===== config.mk =====
export PLATFORM = sky130hd
export DESIGN_NAME = icache_fill_unit
export DESIGN_NICKNAME = d
export VERILOG_FILES = /design/src/rtl/icache_fill_unit.sv
export SDC_FILE = /design/constraint.sdc
export NUM_CORES = 1
export LEC_CHECK = 0
export ABC_AREA = 0
export CELL_PAD_IN_SITES_DETAIL_PLACEMENT = 1
export CELL_PAD_IN_SITES_GLOBAL_PLACEMENT = 1
export CORE_AREA = 4 4 123 125
export DETAILED_ROUTE_END_ITERATION = 10
export DIE_AREA = 0 0 127 129
export GPL_TIMING_DRIVEN = 0
export PLACE_DENSITY = 0.9
export SLEW_MARGIN = 25
export SYNTH_ARGS = -nofsm -noshare
export SYNTH_HDL_FRONTEND = slang
export SYNTH_SLANG_ARGS = --single-unit

===== constraint.sdc =====
create_clock -name clk -period 1.9 [get_ports clk]
set_input_delay 0.57 -clock clk [delete_from_list [all_inputs] [get_ports clk]]
set_output_delay 0.57 -clock clk [all_outputs]
set_load 0.005 [all_outputs]

===== src/rtl/icache_fill_unit.sv =====
// I-cache miss handler: captures one miss, issues a block-aligned DRAM read,
// assembles the beats into a block and writes it back as a single-cycle fill.
module icache_fill_unit #(
  parameter int ADDR_WIDTH = 32,
  parameter int BLOCK_SIZE = 64,
  parameter int BEAT_WIDTH = 32
) (
  input  logic                  clk,
  input  logic                  rst,
  input  logic                  miss_valid,
  input  logic [ADDR_WIDTH-1:0] miss_addr,
  input  logic                  flush,
  output logic                  busy,
  output logic                  dram_req_valid,
  input  logic                  dram_req_ready,
  output logic [ADDR_WIDTH-1:0] dram_req_addr,
  input  logic                  dram_resp_valid,
  input  logic [BEAT_WIDTH-1:0] dram_resp_data,
  output logic                  fill_valid,
  output logic [ADDR_WIDTH-1:0] fill_addr,
  output logic [BLOCK_SIZE-1:0] fill_data
);

  localparam int N_BEATS  = BLOCK_SIZE / BEAT_WIDTH;
  localparam int CNT_W    = (N_BEATS > 1) ? $clog2(N_BEATS) : 1;
  localparam int OFF_BITS = $clog2(BLOCK_SIZE / 8);

  localparam logic [ADDR_WIDTH-1:0] ALIGN_MASK = ~ADDR_WIDTH'((64'd1 << OFF_BITS) - 64'd1);
  localparam logic [CNT_W-1:0]      LAST_BEAT  = CNT_W'(N_BEATS - 1);

  localparam logic [1:0] S_IDLE = 2'd0;
  localparam logic [1:0] S_REQ  = 2'd1;
  localparam logic [1:0] S_WAIT = 2'd2;
  localparam logic [1:0] S_FILL = 2'd3;

  logic [1:0]            state;
  logic                  squash;
  logic [CNT_W-1:0]      beat_cnt;
  logic [ADDR_WIDTH-1:0] addr_q;
  logic [BLOCK_SIZE-1:0] blk_q;
  logic [BLOCK_SIZE-1:0] blk_d;

  // Incoming beat lands in the slot selected by the beat counter.
  always_comb begin
    blk_d = blk_q;
    for (int unsigned i = 0; i < N_BEATS; i++) begin
      if (beat_cnt == CNT_W'(i)) begin
        blk_d[i*BEAT_WIDTH +: BEAT_WIDTH] = dram_resp_data;
      end
    end
  end

  always_ff @(posedge clk) begin
    if (rst) begin
      state    <= S_IDLE;
      squash   <= 1'b0;
      beat_cnt <= '0;
      addr_q   <= '0;
      blk_q    <= '0;
    end else begin
      case (state)
        S_IDLE: begin
          if (miss_valid && !flush) begin
            addr_q <= miss_addr & ALIGN_MASK;
            state  <= S_REQ;
          end
        end
        S_REQ: begin
          // An accepted request must still drain its beats even if flushed.
          if (dram_req_ready) begin
            state    <= S_WAIT;
            beat_cnt <= '0;
            squash   <= flush;
          end else if (flush) begin
            state <= S_IDLE;
          end
        end
        S_WAIT: begin
          if (dram_resp_valid) begin
            blk_q <= blk_d;
            if (beat_cnt == LAST_BEAT) begin
              beat_cnt <= '0;
              squash   <= 1'b0;
              state    <= (squash || flush) ? S_IDLE : S_FILL;
            end else begin
              beat_cnt <= beat_cnt + CNT_W'(1);
              squash   <= squash | flush;
            end
          end else if (flush) begin
            squash <= 1'b1;
          end
        end
        S_FILL: begin
          state <= S_IDLE;
        end
        default: begin
          state <= S_IDLE;
        end
      endcase
    end
  end

  assign busy           = (state != S_IDLE);
  assign dram_req_valid = (state == S_REQ);
  assign dram_req_addr  = addr_q;
  assign fill_valid     = (state == S_FILL);
  assign fill_addr      = addr_q;
  assign fill_data      = blk_q;

endmodule


==> impl_metrics.csv <==
group,metric,value,unit
worst_hold_path,min_path_type,"reg2reg",
floorplan,initial_core_util,0.268,
timing,hold_slack,0.452,ns
cells_and_area,fin_nets,754,
global_route,met2_usage,0.294,
synthesis,post-synth-top-count-cell,"nand2_1",
timing,setup-violations-final,0,
synthesis,ys_top_cells_by_area,"dfxtp_1 52%, nand2_1 19%, a21oi_1 13%, buf_4 7.9%, clkbuf_1 1.7%",
route,final_antenna_net_count,0,
floorplan,num_rows,43,
worst_hold_path,hold_depth,2,
place,globalplace.congestion,0.740,
critical_path,path_class,"reg2out",
timing,fin_crit_sh,0.977,
synthesis,synth_common_cells,"187 x nand2_1, 97 x dfxtp_1, 96 x a21oi_1",
timing,fin_tns_setup,0,ns
clocking,htreeDepth,3,
synthesis,synthCells,474,
timing,min_period,1.86,ns
cells_and_area,drive_gt1_frac,0.163,
route,num_vias,3887,
global_route,grt_pass1_vias,4066,
place,dpl.hpwl,11000,um
critical_path,critPathMaxFanout,3,
critical_path,cp.arrival,1.29,ns
global_route,use_met3,0.0660,
floorplan,core_area,13900,sq um
floorplan,die_x,127,um
synthesis,ys_seq_area_frac,0.521,
place,io_buffers,190,
timing,fmax,539,MHz
route,routed_wl,14400,um
synthesis,ys.flop_type,"dfxtp_1",
synthesis,synth.largest_area_cell,"dfxtp_1",
clocking,cts_buffers,9,
route,routed_via_density,4.47,
global_route,grt_pass1_wl,22000,um
power,p_per_area,694,nW/um^2
synthesis,synth_warnings,0,
critical_path,worst-r2r-cell-count,5,
route,drc,0,
floorplan,fp.dieH,129,um
route,wl_per_cell,16.5,um
power,ir_worst_vdd,0.404,mV
synthesis,post_synth.cell_area_avg,7.86,sq um
critical_path,crit_required,1.33,ns
route,first_pass_iters,4,
clocking,insertion_delay,0.35,ns
clocking,cts-root-buf,"clkbuf_16",
timing,worstMarginPinSlew,0.633,ns
cells_and_area,fillers,1615,
clocking,clock-sinks,97,
run,maxCapViolations,0,
clocking,ctsLongestPathBuffers,2,
timing,slew_violations,0,
floorplan,dieArea,16400,sq um
clocking,cts_tree,"yes",
outcome,outcome,"completed",
global_route,met1_usage,0.198,
global_route,busiest_layer,"met2",
cells_and_area,antennaDiodeCount,0,
synthesis,synth_top_area_frac,0.521,
synthesis,syn_area,3720,sq um
floorplan,pin_count,201,
timing,skew,0.0109,ns
cells_and_area,syn_to_final_growth,68.3,%
synthesis,ys_ff_latch,97,
synthesis,async_flop_share,0,
route,drt_first_iter_violations,100,
timing,slew_headroom,0.578,
global_route,antenna_found_initial,0,
global_route,grt.overflow.total,0,
timing,hold_viol,0,
power,p_leak,2.36,nW
synthesis,synth_cell_type_count,28,
global_route,grt_use_total,0.172,
critical_path,crit_path_end_kind,"output port",
global_route,grt_start_max_net_pins,16,
critical_path,start_kind,"register",
synthesis,synth_edf_count,0,
clocking,path_clk_slew,0.07,ns
-- state kept, by name, indices dropped and copies added (netlist names) --
register       flops
beat_cnt           1
dram_req_addr     29
fill_data         64
squash             1
state              2
-- cell usage in the layout (no fill, tap or decap), types with 2 or more instances in the layout --
cell type	synthesis	routed
dlygate4sd2_1	0	4
dfxtp_4	0	2
nand2_1	187	187
clkbuf_2	0	5
dfxtp_2	0	29
buf_6	1	3
buf_4	39	47
nand2b_1	2	2
dfxtp_1	97	66
a21oi_1	96	96
buf_2	12	6
dlymetal6s2s_1	0	6
nor2_1	3	3
clkbuf_1	17	13
clkinv_2	0	3
clkdlybuf4s50_1	0	179
conb_1	1	6
clkbuf_16	0	9
-- final cells by class --
cell class / instances / area (sq um) / share of cell area
sequential: 97 / 1990 / 0.317
inverter: 1 / 3.75 / 0.000599
tap: 180 / 225 / 0.0359
timing repair buffer: 194 / 1940 / 0.309
buffer: 69 / 459 / 0.0733
clock buffer: 11 / 243 / 0.0387
clock inverter: 5 / 31.3 / 0.00499
multi-input combinational: 312 / 1380 / 0.221
-- per-stage QoR --
step	instance area, sq um	cells	power (mW)	setup WS [ns]	util
after floorplan	3740	479	2.32	0.304	-
after global placement	5870	849	2.66	-0.462	0.423
after detailed placement	5870	849	2.68	-0.497	0.423
after CTS	6210	867	4.42	0.00123	0.448
after global routing	6270	869	4.57	-0.0120	0.452
final	6270	869	4.35	0.0437	0.452
-- repair_timing --
item                                    CTS  global route
buffers inserted                          2             2
gates resized for setup                  38            28
hold buffers                              0             0
pin swaps                                 0             0
endpoints found under the setup margin   65            71
cloned                                    0             0
-- power breakdown --
part / switching, mW / internal, mW / total (mW)
clock: 0.791 / 0.920 / 1.71
combinational: 0.201 / 0.324 / 0.525
sequential: 0.0334 / 2.08 / 2.11
-- metal layers --
layer | vias up | part of all wire
li1 | 1910 | -
met1 | 1805 | 0.42
met2 | 157 | 0.47
met3 | 15 | 0.093
met4 | 0 | 0.016
met5 | - | 0
-- critical path, stage by stage, from the launching register on --
cell             delay, ns
dfxtp_2               0.36
buf_4                 0.11
clkdlybuf4s50_1       0.48
-- final timing paths --
check                                                     from                        endpoint  slack (ns)
worst max-delay path            dram_req_addr[13]$_SDFFE_PP0P_                   fill_addr[13]        0.04
worst min-delay path                fill_data[11]$_SDFFE_PP0P_      fill_data[11]$_SDFFE_PP0P_        0.45
worst max register to register           state[0]$_SDFFE_PP0P_  dram_req_addr[11]$_SDFFE_PP0P_        0.24
worst min register to register      fill_data[11]$_SDFFE_PP0P_      fill_data[11]$_SDFFE_PP0P_        0.45
-- cells by family (layout without fill, tap and decap cells) --
logic type             Yosys count  after routing  share of synthesized area
and+or+nand+nor                204            204                      0.221
AOI/OAI and AO/OA              102            102                      0.140
DFF                             97             97                      0.521
buffers and inverters           70            280                      0.116
other                            1              6                    0.00101
(Power assumes the default switching activity.)
==> RTL edit, RTL diff (same flow settings) <==
The parameter `BLOCK_SIZE` goes from 64 to 32.
--- a/src/rtl/icache_fill_unit.sv
+++ b/src/rtl/icache_fill_unit.sv
@@ -2,7 +2,7 @@
 // assembles the beats into a block and writes it back as a single-cycle fill.
 module icache_fill_unit #(
   parameter int ADDR_WIDTH = 32,
-  parameter int BLOCK_SIZE = 64,
+  parameter int BLOCK_SIZE = 32,
   parameter int BEAT_WIDTH = 32
 ) (
   input  logic                  clk,
Ports: changed (resized fill_data); port bits go from 201 to 169. The function was not compared with the original's and may differ.
==> RTL edit against the unedited design <==
Worst hold slack worse by 0.0014 ns; first-iteration DRC count down 13%; synthesized cell count fell by 29%; synthesized area down 29%; design area is 22% lower; sequential cell count decreased by 32; register-to-register slack improved by 0.12 ns; power fell by 11%; sequential power shrank 28%; wire length fell by 29%; worst setup slack improved by 0.0022 ns; critical path type unchanged; highest routed layer unchanged.
==> RTL edit: results (changes against the unedited design) <==
----------------------------------------------------
[Logic synthesis]
  Mean instance size in the synthesized netlist ... 7.90 µm² (+0.51%)
  Seq/Total Area, Yosys ... 49.0% (-3.1 points)
  Top cells by area in the synthesized netlist ... dfxtp_1 49%, nand2_1 18%, a21oi_1 12%
  Synth unique cells ... 24 (-14%)
  Commonest cells in the synthesized netlist ... 125 x nand2_1, 65 x a21oi_1, 65 x dfxtp_1, 34 x buf_4, 11 x buf_2

[Power]
  Part of the total power dissipated in the clock network ... 39.9% (+0.5 points)
  Max rail drop VDD ... 0.000459 V (+13%)
  Sw Pwr ... 965 µW (-5.8%)
  Leakage power summed over all cells ... 0.00188 µW (-20%)
  Combinational power ... 808 µW (+54%)
  Design Power ... 3860 µW (-11%)

[Clock tree]
  Clock latency of the later-clocked register in the worst-skew pair ... 0.33 ns (-0.02 ns)
  Clk pin slew, worst setup/hold paths ... 0.05 ns (-0.02 ns)
  Buffers inserted by post-CTS timing repair ... 3 (+1)
  Post-cts repair resize count ... 26 (-32%)

[STA]
  Worst clock skew ... 0.00568 ns (-0.00519 ns)
  Minimum hold slack ... 0.451 ns (-0.00139 ns)
  Final Cycle Share ... 97.6% (-0.12 points)
  Final setup fails ... 0 (unchanged)

[Worst setup path]
  Capture instance of the worst register-to-register path ... dram_req_addr[26]$_SDFFE_PP0P_
  Crit path largest cell delay ... 0.48 ns (about the same)
  Setup crit start ... dram_req_addr[21]$_SDFFE_PP0P_
  End of the critical path ... fill_addr[21]
  Register-to-Register Setup Slack ... 0.36 ns (+0.12 ns)

[Placed design]
  DPL Wire Length ... 7.76 mm (-30%)
  Routability Congestion ... 0.699 (-5.5%)
  Number of input and output port buffers inserted ... 161 (-15%)
  Placement Setup Slack ... -0.462 ns (+0.0347 ns)
  Post-placement cell area ... 4500 µm² (-23%)

[GRT]
  Largest net degree at the start of global routing ... 11 (-5)
  Global-route wire length before repair ... 15.9 mm (-28%)
  Gr usage total ... 12.6% (-4.6 points)
  Via count of the first global-routing pass ... 3008 (-26%)

[Layout]
  Fraction of final layout cells with drive strength greater than 1 ... 19.6% (+3.4 points)
  Final std cell area, no fill ... 4880 µm² (-22%)
  Final-layout fill cell count ... 1654 (+2.4%)
  Largest register FFs ... 32 (-50%)
  Final layout net count ... 585 (-22%)

[Drt]
  Starting DRT DRC Count ... 87 (-13%)
  Final routed wirelength across all metal layers ... 10.2 mm (-29%)
  Routed wire per std cell ... 14.6 µm (-12%)
  Drt via density ... 4.08 (-8.9%)

[Worst hold path]
  Worst Hold Launch ... fill_data[31]$_SDFFE_PP0P_

[Run status]
  Status ... completed

----------------------------------------------------
-- RTL edit: cell type report --
class / instances / area share [%]
inverters: 2 / 0.154
clock buffers: 13 / 5.33
plain buffers: 56 / 8.16
multi-input cells: 215 / 20.1
repair buffers: 166 / 33.9
flip-flops and latches: 65 / 27.5
clock inverters: 3 / 0.308
well taps: 180 / 4.62
-- RTL edit: logic make-up (layout without fill, tap and decap cells) --
family                 count (synthesis)  count (layout)  synth area share (%)
AO/OA/AOI/OAI                         72              72                  14.6
buffers and inverters                 59             240                  14.8
flip-flops                            65              65                  49.0
other                                  1               4                 0.141
AND/OR/NAND/NOR                      139             139                  21.5
-- RTL edit: layer usage --
metal / vias to the layer above / routed length [µm] / GRT usage [%]
met5: - / 0 / 0
met4: 0 / 133 / 4.54
met3: 8 / 946 / 5.60
met2: 119 / 5240 / 22.7
met1: 1319 / 3920 / 13.0
li1: 1407 / - / -
